===== src/rtl/zhegalkin_sweep_ctrl.sv =====
// Sweeps all 2^N input vectors through an external Boolean evaluator, captures the
// truth table, then runs an in-place Reed-Muller transform (one pass per cycle) to get the ANF.
module zhegalkin_sweep_ctrl #(
    parameter int N = 4,
    localparam int W = 1 << N
) (
    input  logic         clk,
    input  logic         rst,
    input  logic         start,
    output logic [N-1:0] x_out,
    input  logic         y_in,
    output logic         busy,
    output logic         done,
    output logic [W-1:0] truth_table,
    output logic [W-1:0] anf
);

    localparam int KW = (N > 1) ? $clog2(N) : 1;

    typedef enum logic [1:0] {IDLE, SWEEP, XFORM, DONE} state_t;

    state_t        state_reg, state_next;
    logic [N-1:0]  x_reg, x_next;
    logic [KW-1:0] k_reg, k_next;
    logic [W-1:0]  work_reg, work_next;
    logic [W-1:0]  tt_reg, tt_next;
    logic [W-1:0]  anf_reg, anf_next;

    // Every possible pass result is built in parallel; the pass counter picks one.
    logic [W-1:0]  pass_vec [N];

    genvar gk, gi;
    generate
        for (gk = 0; gk < N; gk++) begin : g_pass
            for (gi = 0; gi < W; gi++) begin : g_bit
                if (((gi >> gk) & 1) != 0) begin : g_xor
                    assign pass_vec[gk][gi] = work_reg[gi] ^ work_reg[gi ^ (1 << gk)];
                end else begin : g_keep
                    assign pass_vec[gk][gi] = work_reg[gi];
                end
            end
        end
    endgenerate

    always_comb begin
        state_next = state_reg;
        x_next     = x_reg;
        k_next     = k_reg;
        work_next  = work_reg;
        tt_next    = tt_reg;
        anf_next   = anf_reg;
        case (state_reg)
            IDLE, DONE: begin
                if (start) begin
                    state_next = SWEEP;
                    x_next     = '0;
                    k_next     = '0;
                    work_next  = '0;
                end else begin
                    state_next = IDLE;
                end
            end
            SWEEP: begin
                work_next[x_reg] = y_in;
                x_next           = x_reg + N'(1);
                if (&x_reg) begin
                    tt_next    = work_next;
                    x_next     = '0;
                    k_next     = '0;
                    state_next = XFORM;
                end
            end
            XFORM: begin
                work_next = pass_vec[k_reg];
                k_next    = k_reg + KW'(1);
                if (k_reg == KW'(N - 1)) begin
                    anf_next   = pass_vec[k_reg];
                    k_next     = '0;
                    state_next = DONE;
                end
            end
            default: state_next = IDLE;
        endcase
    end

    always_ff @(posedge clk) begin
        if (rst) begin
            state_reg <= IDLE;
            x_reg     <= '0;
            k_reg     <= '0;
            work_reg  <= '0;
            tt_reg    <= '0;
            anf_reg   <= '0;
        end else begin
            state_reg <= state_next;
            x_reg     <= x_next;
            k_reg     <= k_next;
            work_reg  <= work_next;
            tt_reg    <= tt_next;
            anf_reg   <= anf_next;
        end
    end

    assign x_out       = x_reg;
    assign busy        = (state_reg == SWEEP) || (state_reg == XFORM);
    assign done        = (state_reg == DONE);
    assign truth_table = tt_reg;
    assign anf         = anf_reg;

endmodule


===== config.mk =====
export PLATFORM = sky130hd
export DESIGN_NAME = zhegalkin_sweep_ctrl
export DESIGN_NICKNAME = d
export VERILOG_FILES = /design/src/rtl/zhegalkin_sweep_ctrl.sv
export SDC_FILE = /design/constraint.sdc
export NUM_CORES = 1
export LEC_CHECK = 0
export ABC_AREA = 0
export ABC_CLOCK_PERIOD_IN_PS = 2000
export BUFFER_PORTS_ARGS = -buffer_cell sky130_fd_sc_hd__buf_2
export CAP_MARGIN = 0
export CORE_AREA = 2 2 110 112
export DETAILED_ROUTE_END_ITERATION = 6
export DIE_AREA = 0 0 112 114
export PLACE_DENSITY = 0.54
export RECOVER_POWER = 25
export SKIP_LAST_GASP = 1
export SLEW_MARGIN = 10
export SYNTH_ARGS = -nofsm -noshare
export SYNTH_HDL_FRONTEND = slang
export SYNTH_SLANG_ARGS = --single-unit

===== constraint.sdc =====
create_clock -name clk -period 2 [get_ports clk]
set_input_delay 0.2 -clock clk [delete_from_list [all_inputs] [get_ports clk]]
set_output_delay 0.2 -clock clk [all_outputs]
set_load 0.05 [all_outputs]

==> results.txt, run 1 <==
Core Util, Final -> 31.61%
Mapped Avg Cell Area -> 8.578 sq um
Drt pass-1 iters -> 4
Total grt overflow -> 0
Initial DRC Count -> 133
Core ar. -> 11710 sq um
Startpoint Class -> register
Final setup TNS -> 0 ns
CTS sink cnt -> 56
Area occupied by multi-input gates -> 1892 sq um
GRT busiest layer -> met2
Layout area overhead -> 13.28%
Port bufs -> 41
CP Capture Type -> register
Yosys top cell area share -> 34.30%
Finished Layout Cells -> 559
Total Routing Usage GR -> 14.13%
Root buffer cell -> clkbuf_16
Layout cells sized above 1 -> 15.05%
WL final -> 8815 um
Largest area contributor in the netlist -> dfxtp_1
Grt met2 use -> 25.01%
Syn Nets -> 393
Post-synth top cells -> dfxtp_1, nor2_1, mux2i_1
CTS tree -> yes
Critical path required time -> 2.16 ns
Synth area leaders -> dfxtp_1, mux2i_1, nor2_1
Vias in the first global route -> 2784
Rel. slew slack -> 58.59%
CP max FO -> 12
Routed length per instance -> 15.77 um
RSZ-0062 raised after global routing -> false
Clk Latency, worst-skew pair -> 0.30 ns
Largest net degree at the start of global routing -> 54
Netlist Area Pre-Place -> 3268 sq um
Placed cell count -> 551
Maximum clock insertion buffer count -> 2
Number of synthesis warnings -> 0
# fillers -> 1264
Power per cell area -> 821.8 nW/um^2
Met1 usage -> 17.52%
Main synth FF type -> dfxtp_1
Final period util -> 92.64%
Seq/Total Area, Yosys -> 34.30%
Setup Skew -> 0.006667 ns
DRC Markers -> 0
Cells after Synth -> 381
# nets final -> 423
Total inserted antenna cells -> 0
Fmax -> 0.5397 GHz
Max IR drop VDD -> 0.0008371 V
Most frequent cell after synthesis -> dfxtp_1
Die ar. -> 12770 sq um
Met3 Use GR -> 2.232%
Hold Crit Class -> input pin to register
Via/cell ratio -> 5.104
H-tree depth -> 2
I/O pin total -> 42
Initial Util -> 27.91%
FF+latch area -> 1122 sq um
Post-DP HPWL -> 6347 um
Die Width -> 112 um
Worst slew pin tran -> 0.6239 ns
Gpl congestion -> 0.8414
Static Leakage -> 1.334 nW
#FFs+latches synth -> 56
Max Cap Viol -> 0
Final ANT Viol Nets -> 0
Total power -> 3.043 mW
Status -> finished, final reports clean
First-pass GRT wire length -> 14500 um
Number of synthesized flops with an enable pin -> 0
DR vias -> 2853
Initial antenna violation count -> 0
Clk slew on worst S/H paths -> 0.07 ns
Num rows -> 40
CTS buffer count -> 5
Critical path class -> register to register
Crit path time final -> 1.853 ns
Fin. Hold Viols -> 0
Count of final setup violators -> 0
Slew Limit Fails -> 0
Die H -> 114 um
Crit path DAT -> 2.01 ns
Number of distinct library cells after synthesis -> 57
CTS Hold Bufs -> 0
Ys async rst share -> 0%
==> area by class of cell <==
type	count	area share, %
multi-input combinational	282	51.10
timing repair buffer	59	8.753
clock inverter	2	0.4055
clock buffer	6	3.751
sequential	56	30.31
tap	147	4.968
inverter	7	0.7097
==> stage by stage <==
step           worst slack [ns]  hold WS [ns]  instance area, sq um
2_1_floorplan           0.01901        0.4356                  3269
3_3_place_gp            0.08965        0.4488                  3565
3_5_place_dp            0.02160        0.4568                  3565
4_1_cts                 0.01176        0.3372                  3719
5_1_grt                 0.03613        0.3683                  3702
6_report                 0.1471        0.3433                  3702
==> repair_timing <==
| action | 4_1_cts | 5_1_grt |
|---|---|---|
| setup endpoints to repair | 0 | 17 |
| setup buffers | 0 | 0 |
| gates resized for setup | 0 | 4 |
==> layout by cell type, fill, tap and decap left out, types with 7 or more instances in the layout <==
master / n
dfxtp_1: 55
nor2_1: 42
mux2i_1: 27
clkbuf_1: 23
nand2_1: 22
a21oi_1: 21
nand3_1: 21
o21ai_0: 20
a211oi_1: 18
buf_2: 18
buf_4: 17
xnor2_1: 8
inv_1: 7
nor2b_1: 7
ha_1: 7
==> routing by layer <==
layer	part of all wire, %	vias to the layer above
met5	0	-
met4	2.4	0
met3	3.1	14
met2	50	50
met1	44	1359
li1	-	1430
==> logic make-up (layout without fill, tap and decap cells) <==
group,count (synthesis),in the layout,share of synthesized area [%]
AOI/OAI and AO/OA,98,98,19.91
xor gates and xnor gates,11,11,2.948
adders and majority gates,8,8,3.063
buffers and inverters,43,74,8.193
DFF,56,56,34.30
muxes,30,30,9.763
and+or+nand+nor,135,135,21.82
==> path summary, 6_finish.rpt <==
kind	startpoint	to	slack (ns)	depth (start not counted)
worst max-delay path	state_reg[0]	work_reg[7]	0.15	7
worst min-delay path	start	state_reg[0]	0.34	3
worst max register to register	state_reg[0]	work_reg[7]	0.15	7
worst min register to register	anf[0]	anf[0]	0.46	2
==> power breakdown <==
group          total (mW)  internal (mW)  switching [mW]
sequential           1.19           1.15          0.0402
combinational       0.931          0.322           0.610
clock               0.923          0.500           0.423
==> worst max-delay path, cell delays in order (launching register included) <==
cell      delay, ns
dfxtp_1        0.38
inv_1          0.06
ha_2           0.45
nor2b_4        0.10
and2_1         0.16
buf_4          0.18
a32oi_1        0.28
o211ai_1       0.11
No activity file was read; power rests on OpenSTA's default activity.
==> run 2, diff against run 1 <==
ABC_CLOCK_PERIOD_IN_PS = 2100   (was 2000)
clock period = 2.1 ns   (was 2 ns; I/O delays follow)
==> results.txt, run 2 (same netlist as run 1, synthesis figures left out) <==
Crit path time final -> 1.937 ns
Setup Skew -> 0.006730 ns
Final period util -> 92.23%
Root buffer cell -> clkbuf_16
RSZ-0062 raised after global routing -> false
Maximum clock insertion buffer count -> 2
Initial antenna violation count -> 0
# nets final -> 420
Max IR drop VDD -> 0.0007566 V
CTS buffer count -> 5
Vias in the first global route -> 2759
Power per cell area -> 764.7 nW/um^2
Final worst slack -> 0.1633 ns
Port bufs -> 41
Status -> finished, final reports clean
Place WS -> 0.1338 ns
Final ANT Viol Nets -> 0
Dpl cell area -> 3541 sq um
DR vias -> 2818
Slew Limit Fails -> 0
CTS sink cnt -> 56
FF+latch area -> 1121 sq um
Layout area overhead -> 11.72%
Count of final setup violators -> 0
Most frequent cells in the layout -> dfxtp_1, nor2_1, mux2i_1
Largest net degree at the start of global routing -> 54
CP max FO -> 8
Total Routing Usage GR -> 13.91%
Final instance area -> 3651 sq um
Die Width -> 112 um
Critical path required time -> 2.27 ns
WL final -> 8769 um
DRC Markers -> 0
Gpl congestion -> 0.8531
Post-DP HPWL -> 6326 um
Core ar. -> 11710 sq um
Startpoint Class -> register
Max Cap Viol -> 0
# fillers -> 1292
Post-CTS repair timing setup buffer count -> 0
Total inserted antenna cells -> 0
First-pass GRT wire length -> 14320 um
Clk Latency, worst-skew pair -> 0.30 ns
Total grt overflow -> 0
Final setup TNS -> 0 ns
Crit path DAT -> 2.11 ns
Clk slew on worst S/H paths -> 0.07 ns
I/O pin total -> 42
Fmax -> 0.5163 GHz
Area occupied by multi-input gates -> 1884 sq um
Critical path class -> register to register
Die ar. -> 12770 sq um
CP Capture Type -> register
Hold Crit Class -> input pin to register
Initial DRC Count -> 91
Die H -> 114 um
Drt pass-1 iters -> 4
Layout cells sized above 1 -> 13.48%
Via/cell ratio -> 5.077
Rel. slew slack -> 58.49%
Fin. Hold Viols -> 0
Most common cell after layout, fill and taps aside -> dfxtp_1
H-tree depth -> 2
CTS tree -> yes
Worst slew pin tran -> 0.6254 ns
Static Leakage -> 1.316 nW
Initial Util -> 27.91%
Routed length per instance -> 15.80 um
Num rows -> 40
run 2: per-stage QoR:
| step | total power [mW] | utilization [%] | hold slack, ns | cells |
|---|---|---|---|---|
| after floorplan | 1.851 | - | 0.4456 | 381 |
| after global placement | 1.968 | 30.24 | 0.4484 | 548 |
| after detailed placement | 1.985 | 30.24 | 0.4470 | 548 |
| after CTS | 2.807 | 31.38 | 0.3347 | 555 |
| after global routing | 2.954 | 31.18 | 0.3773 | 555 |
| final | 2.792 | 31.18 | 0.3281 | 555 |
run 2: timing repair:
item / in CTS / in global routing
hold buffers: 0 / 0
hold endpoints to repair: 0 / 0
resized for setup: 0 / 2
setup endpoints to repair: 0 / 3
run 2: layout make-up:
| cell class | count | area share [%] |
|---|---|---|
| Multi-Input combinational cell | 282 | 51.61 |
| Sequential cell | 56 | 30.71 |
| Timing Repair Buffer | 56 | 8.259 |
| Tap cell | 147 | 5.038 |
| Clock buffer | 6 | 3.530 |
| Inverter | 7 | 0.7197 |
| Clock inverter | 1 | 0.1371 |
run 2: path summary, 6_finish.rpt:
kind | from | endpoint | slack [ns] | depth (start not counted)
hold reg to reg | anf[0] | anf[0] | 0.46 | 2
hold / removal | start | state_reg[0] | 0.33 | 3
setup / recovery | x_out[0] | work_reg[1] | 0.16 | 5
setup reg to reg | x_out[0] | work_reg[1] | 0.16 | 5
run 2: per-layer routing:
layer	vias to the layer above	track usage (%)	wire, um
met2	40	24.93	4419
met5	-	0	0
met1	1345	17.17	3949
met3	13	2.232	228
met4	0	4.390	170
li1	1420	-	-
run 2: critical path, stage by stage, from the launching register on:
cell,delay (ns)
dfxtp_1,0.42
ha_1,0.38
nor3b_1,0.25
mux2_2,0.40
a221oi_1,0.29
nor2_1,0.06
run 2: power by group:
group	total, mW	switching (mW)	internal (mW)	leakage (nW)
Combinational	0.832	0.554	0.278	0.798
Clock	0.819	0.383	0.435	0.0667
Sequential	1.14	0.0493	1.09	0.451
Total	2.79	0.986	1.81	1.32
==> run 3, diff against run 2 <==
REMOVE_ABC_BUFFERS = 1   (was default)
==> results.txt, run 3 (same netlist as run 1, synthesis figures left out) <==
Final ANT Viol Nets -> 0
Clk slew on worst S/H paths -> 0.07 ns
Count of final setup violators -> 0
I/O pin total -> 42
Critical path class -> register to register
Initial antenna violation count -> 0
Layout area overhead -> 14.28%
RSZ-0062 raised after global routing -> false
Initial Util -> 27.91%
CTS sink cnt -> 56
Most frequent cells in the layout -> dfxtp_1, nor2_1, mux2i_1
CTS resizes -> 1
CTS Hold Bufs -> 0
Port bufs -> 41
Crit path time final -> 1.926 ns
Rel. slew slack -> 58.24%
Core Util, Final -> 31.89%
Max Cap Viol -> 0
Post-DP HPWL -> 6158 um
Largest net degree at the start of global routing -> 54
Layout cells sized above 1 -> 14.18%
Num rows -> 40
Fin. Hold Viols -> 0
Root buffer cell -> clkbuf_16
Setup Skew -> 0.004847 ns
Fmax -> 0.5192 GHz
Crit path DAT -> 2.14 ns
Worst slew pin tran -> 0.6291 ns
H-tree depth -> 2
DR vias -> 2867
Place WS -> -0.006519 ns
Slew Limit Fails -> 0
CP max FO -> 12
Status -> finished, final reports clean
Critical path required time -> 2.31 ns
Die H -> 114 um
CP Capture Type -> register
Hold Crit Class -> input pin to register
Vias in the first global route -> 2836
WL final -> 8872 um
First-pass GRT wire length -> 14480 um
Hold_ws -> 0.3536 ns
Startpoint Class -> register
Finished Layout Cells -> 556
Total Routing Usage GR -> 13.94%
Placed cell count -> 548
Maximum clock insertion buffer count -> 2
Most common cell after layout, fill and taps aside -> dfxtp_1
Gpl congestion -> 0.8464
CTS buffer count -> 5
Max IR drop VDD -> 0.0008513 V
Clk Latency, worst-skew pair -> 0.30 ns
Routed length per instance -> 15.96 um
Static Leakage -> 1.353 nW
Final period util -> 91.72%
# nets final -> 420
Total grt overflow -> 0
DRC Markers -> 0
Final instance area -> 3735 sq um
Drt pass-1 iters -> 4
Core ar. -> 11710 sq um
Total power -> 3.205 mW
Die ar. -> 12770 sq um
Dpl cell area -> 3541 sq um
Final worst slack -> 0.1738 ns
Die Width -> 112 um
Power per cell area -> 858.1 nW/um^2
Initial DRC Count -> 134
Total inserted antenna cells -> 0
CTS tree -> yes
Via/cell ratio -> 5.156
Final setup TNS -> 0 ns
Post-CTS repair timing setup buffer count -> 0
run 3: worst max-delay path: stages, from the launching register on:
cell      delay (ns)
dfxtp_1         0.39
inv_1           0.06
ha_1            0.43
nor2b_2         0.33
and2_4          0.30
a32oi_1         0.13
o211ai_1        0.19
run 3: layer usage:
| layer | vias to the layer above | wire length (um) | track usage (%) |
|---|---|---|---|
| met1 | 1383 | 4167 | 18.20 |
| li1 | 1420 | - | - |
| met5 | - | 0 | 0 |
| met4 | 0 | 83 | 4.228 |
| met3 | 5 | 341 | 2.179 |
| met2 | 59 | 4279 | 23.88 |
run 3: final cells by class:
cell class                      count  area, sq um
Clock buffer                        5        125.1
Tap cell                          147        183.9
Clock inverter                      3        90.09
Inverter                            7        26.28
Fill cell                        1254         7976
Timing Repair Buffer               56        301.5
Sequential cell                    56         1121
Multi-Input combinational cell    282         1887
run 3: path summary, 6_finish.rpt:
check / startpoint / endpoint / cells after the start / slack (ns)
hold / removal: start / state_reg[0] / 3 / 0.35
setup reg to reg: state_reg[0] / work_reg[7] / 6 / 0.17
hold reg to reg: anf[0] / anf[0] / 2 / 0.47
setup / recovery: state_reg[0] / work_reg[7] / 6 / 0.17
run 3: power by group:
| part | switching, mW | internal, mW |
|---|---|---|
| Clock | 0.398 | 0.804 |
| Combinational | 0.577 | 0.293 |
| Sequential | 0.0403 | 1.09 |
